[src/rtl/cdc_2phase_pkg.sv]
// Shared types and defaults for the two-phase (toggle) CDC handshake pair.
// The destination-side block reuses src_state_e for its own IDLE/BUSY tracking.
package cdc_2phase_pkg;

    // Handshake state: IDLE accepts a word, BUSY waits for the ack toggle
    typedef enum logic [0:0] {
        IDLE = 1'b0,
        BUSY = 1'b1
    } src_state_e;

    // Default depth of the ack synchronizer chain
    localparam int unsigned SYNC_STAGES_DEF = 2;

endpackage

[src/rtl/sync.sv]
// Multi-flop synchronizer for a single asynchronous level signal.
// The output lags the input by STAGES clk_i edges; all flops clear to 0.
module sync #(
    parameter int unsigned STAGES = 2
) (
    input  logic clk_i,
    input  logic rst_ni,
    input  logic serial_i,
    output logic serial_o
);

    logic [STAGES-1:0] reg_q;

    // Shift the asynchronous input through the flop chain
    always_ff @(posedge clk_i or negedge rst_ni) begin
        if (!rst_ni) begin
            reg_q <= '0;
        end else begin
            reg_q <= {reg_q[STAGES-2:0], serial_i};
        end
    end

    assign serial_o = reg_q[STAGES-1];

endmodule

[src/rtl/cdc_2phase_src.sv]
// Source half of a two-phase toggle CDC handshake.
// A word accepted on valid_i/ready_o is held on async_data_o while async_req_o
// is toggled; the next word is accepted only after the destination's ack toggle
// (synchronized through SYNC_STAGES flops) matches the request level again.
// Optional feature macro: CDC_2PHASE_SRC_TIMEOUT_EN enables a sticky
// ack-timeout flag on timeout_o; without it timeout_o is tied to 0.
module cdc_2phase_src
    import cdc_2phase_pkg::*;
#(
    parameter int unsigned WIDTH          = 32,
    parameter int unsigned SYNC_STAGES    = SYNC_STAGES_DEF,
    parameter int unsigned TIMEOUT_CYCLES = 1024
) (
    input  logic             clk_i,
    input  logic             rst_ni,
    input  logic             valid_i,
    input  logic [WIDTH-1:0] data_i,
    output logic             ready_o,
    output logic             async_req_o,
    output logic [WIDTH-1:0] async_data_o,
    input  logic             async_ack_i,
    output logic             timeout_o
);

    src_state_e       state_q, state_d;
    logic             req_q;
    logic [WIDTH-1:0] data_q;
    logic             ack_s;
    logic             accept;

    // The ack toggle is only ever touched here, at the synchronizer input
    sync #(
        .STAGES (SYNC_STAGES)
    ) i_ack_sync (
        .clk_i    (clk_i),
        .rst_ni   (rst_ni),
        .serial_i (async_ack_i),
        .serial_o (ack_s)
    );

    // Next-state decode; ack mismatches seen in IDLE are simply ignored, so a
    // stray ack edge only shortens the following transfer and cannot deadlock
    always_comb begin
        state_d = state_q;
        accept  = 1'b0;
        unique case (state_q)
            IDLE: begin
                if (valid_i) begin
                    accept  = 1'b1;
                    state_d = BUSY;
                end
            end
            BUSY: begin
                if (ack_s == req_q) begin
                    state_d = IDLE;
                end
            end
            default: state_d = IDLE;
        endcase
    end

    // FSM state register
    always_ff @(posedge clk_i or negedge rst_ni) begin
        if (!rst_ni) begin
            state_q <= IDLE;
        end else begin
            state_q <= state_d;
        end
    end

    // Request toggle and payload change together, only on an accept edge
    always_ff @(posedge clk_i or negedge rst_ni) begin
        if (!rst_ni) begin
            req_q  <= 1'b0;
            data_q <= '0;
        end else if (accept) begin
            req_q  <= ~req_q;
            data_q <= data_i;
        end
    end

    // ready_o is a plain state decode so it never depends on valid_i
    assign ready_o      = (state_q == IDLE);
    assign async_req_o  = req_q;
    assign async_data_o = data_q;

`ifdef CDC_2PHASE_SRC_TIMEOUT_EN
    localparam int unsigned CNT_W = $clog2(TIMEOUT_CYCLES + 1);
    localparam logic [CNT_W-1:0] CNT_MAX = CNT_W'(TIMEOUT_CYCLES);

    logic [CNT_W-1:0] cnt_q;
    logic             timeout_q;

    // Count BUSY cycles of the current transfer, saturating at the limit
    always_ff @(posedge clk_i or negedge rst_ni) begin
        if (!rst_ni) begin
            cnt_q <= '0;
        end else if (accept) begin
            cnt_q <= '0;
        end else if ((state_q == BUSY) && (cnt_q != CNT_MAX)) begin
            cnt_q <= cnt_q + 1'b1;
        end
    end

    // Flag rises on the edge the counter reaches the limit and stays until reset
    always_ff @(posedge clk_i or negedge rst_ni) begin
        if (!rst_ni) begin
            timeout_q <= 1'b0;
        end else if ((state_q == BUSY) && (cnt_q == CNT_MAX - 1'b1)) begin
            timeout_q <= 1'b1;
        end
    end

    assign timeout_o = timeout_q;
`else
    logic unused_timeout_cfg;
    assign unused_timeout_cfg = |TIMEOUT_CYCLES;
    assign timeout_o          = 1'b0;
`endif

endmodule
[config.mk]
export PLATFORM = sky130hd
export DESIGN_NAME = cdc_2phase_src
export DESIGN_NICKNAME = d
export VERILOG_FILES = /design/src/rtl/cdc_2phase_pkg.sv /design/src/rtl/sync.sv /design/src/rtl/cdc_2phase_src.sv
export SDC_FILE = /design/constraint.sdc
export NUM_CORES = 1
export LEC_CHECK = 0
export CORE_MARGIN = 4
export CORE_UTILIZATION = 43
export DETAILED_ROUTE_END_ITERATION = 10
export PLACE_DENSITY = 0.81
export SYNTH_ARGS = -nofsm -noshare
export SYNTH_HDL_FRONTEND = slang
export SYNTH_SLANG_ARGS = --single-unit
[constraint.sdc]
create_clock -name clk_i -period 2 [get_ports clk_i]
set_input_delay 0.4 -clock clk_i [delete_from_list [all_inputs] [get_ports clk_i]]
set_output_delay 0.4 -clock clk_i [all_outputs]
set_load 0.01 [all_outputs]
==> impl_metrics.ini <==
[clock_network]
cts_root_buf = clkbuf_4
cts_setup_buffers = 0
cts_sinks = 36
clkTransAtPathRegs_ns = 0.09
cts_hold_buf = 0
numCtsBuffers = 5
clk_latency_ns = 0.32
htree_levels = 2
clockBufferDepth = 2
cts_tree = yes
cts_resized = 0

[setup_path]
r2r_start = state_q
r2r_end = async_data_o[29]
reg2reg_slack_ns = 0.70
crit_type = flip-flop to primary output
critPathMaxFanout = 3
r2r_cells = 3
end_kind = primary output
cp_data_arrival_time_ns = 1.35
critPathLaunchType = flip-flop
required_ns = 1.60

[placed_design]
gp_congestion = 0.6611
dp.cells = 189
hpwlAfterDp_um = 2294
port_buffers = 69

[synth]
ys_seq_area_share_pct = 61.49
synthCells = 79
synth_compound_area_share_pct = 0.5124
synthSimpleGateAreaFrac_pct = 0.4270
synthAdderAreaFrac_pct = 0
synth_top_family_by_area = multiplexers
synthMuxAreaShare_pct = 31.77
ys_ff_latch = 36
ys_warn_count = 0
yosysUniqueCellTypes = 11
syn_area_per_cell_um2 = 18.55
syn-num-nets = 115
yosys.area_share.xor_xnor_pct = 1.196
syn_area_um2 = 1465

[die]
die-area_um2 = 4405
initial_core_util_pct = 46.47
rows = 20
die_width_um = 66.37
core_area_um2 = 3153
fp.dieH_um = 66.37
ios = 71

[global_routing]
antenna_found_initial = 0
grt_pass1_vias = 1054
grt-ovfl-total = 0
grt_usage_pct = 15.88
grt_max_degree = 37
grt_pass1_wl_um = 5099

[timing]
rsz0062_at_grt = no
post-route-period-util_pct = 87.40
setup_viol = 0
final_hold_viol_count = 0
worst_pin_slew_ns = 0.7475
max_freq_mhz = 572.1
fin_skew_ns = 0.002885
slew_headroom_pct = 50.17
slew_violations = 0
fin_crit_ns = 1.748
tns_ns = 0

[drt]
top_layer_used = met4
via_per_inst = 4.680
wl_met1_um = 1155
wl_per_cell_um = 15.37
first_iter_violations = 34
drt_first_pass_iters = 3
wl_met3_um = 236
remaining_drc_errors = 0
vias = 922
final_antenna_net_count = 0
routed-wl-met2_um = 1557
wirelength_um = 3027

[final_layout]
multi_input_area_um2 = 508.0
fillCellCount = 255
final_nets = 188
n_antenna_cell = 0
drive_above_1_share_pct = 27.45
fin_cells = 197
final_cell_mix = clkdlybuf4s50_1 (68), dfrtp_1 (36), mux2_4 (28), clkbuf_4 (5), mux2_2 (4)
seq_area_um2 = 900.9
area_delta_synth_final_pct = 52.86
mostFrequentLayoutCell = clkdlybuf4s50_1

[hold_path]
hold_path.class = primary input to async pin

[pwr]
power_density_nw_per_um2 = 1506
peakVddDrop_mv = 0.7297
leakage_nw = 0.9958

[outcome]
status = finished clean

[run]
drv_cap = 0
kinds of logic after synthesis:
kind of cell,after synthesis
AOI/OAI and AO/OA,1
xor gates and xnor gates,2
buffers and inverters,6
DFF,36
muxes,32
other,1
and+or+nand+nor,1
stage by stage:
| stage | hold WS (ns) | power, mW | util [%] | setup WS, ns | cell area, µm² |
|---|---|---|---|---|---|
| floorplan | 0.1044 | 2.133 | - | 0.7390 | 1465 |
| global placement | 0.3395 | 2.978 | 69.17 | 0.2589 | 2181 |
| detailed placement | 0.3655 | 3.018 | 69.17 | 0.2218 | 2181 |
| CTS | 0.1475 | 3.432 | 71.03 | 0.2292 | 2240 |
| global route | 0.1850 | 3.577 | 71.03 | 0.1981 | 2240 |
| finish | 0.1327 | 3.372 | 71.03 | 0.2519 | 2240 |
sequential cells by signal (all words and copies together) (netlist names):
signal            flops
async_req_o           1
state_q               1
async_data_o         32
i_ack_sync.reg_q      2
cell usage after synthesis:
| library cell | n | area share, % |
|---|---|---|
| a21o_1 | 1 | 0.51 |
| mux2_4 | 28 | 29 |
| buf_4 | 1 | 0.51 |
| inv_1 | 1 | 0.26 |
| buf_6 | 2 | 1.5 |
| nor2b_1 | 1 | 0.43 |
| xor2_1 | 2 | 1.2 |
| dfrtp_1 | 36 | 61 |
| conb_1 | 1 | 0.26 |
| buf_8 | 2 | 2.0 |
| mux2_2 | 4 | 3.1 |
power by group:
group          switching, mW  total, mW  internal, mW  leakage [nW]
registers              0.210       1.29          1.08         0.420
logic                  0.546       1.70          1.15         0.543
clock network          0.209      0.383         0.173        0.0326
total                  0.965       3.37          2.41         0.996
worst max-delay path by stage:
| stage | start | to | slack, ns | depth (start not counted) |
|---|---|---|---|---|
| after global routing | state_q | ready_o | 0.20 | 2 |
| after floorplan | valid_i | async_data_o[18] | 0.74 | 4 |
| final | state_q | ready_o | 0.25 | 2 |
| after global placement | valid_i | async_data_o[29] | 0.26 | 4 |
| after detailed placement | valid_i | async_data_o[29] | 0.22 | 4 |
| after CTS | state_q | ready_o | 0.23 | 2 |
area by class of cell:
| cell class | count | area share (%) |
|---|---|---|
| timing repair buffer | 71 | 31.84 |
| multi-input combinational | 37 | 22.68 |
| tap | 44 | 2.458 |
| inverter | 1 | 0.1676 |
| sequential | 36 | 40.22 |
| clock buffer | 8 | 2.626 |
critical path, cell delays in order, from the launching register on:
cell and delay (ns):
dfrtp_1 0.43, inv_1 0.06, clkdlybuf4s50_1 0.53
per-layer routing:
metal  vias to the layer above  track usage (%)
met2                        45            27.76
li1                        410                -
met3                         8            4.762
met4                         0            8.376
met5                         -                0
met1                       459            17.03
(Power assumes the default switching activity.)
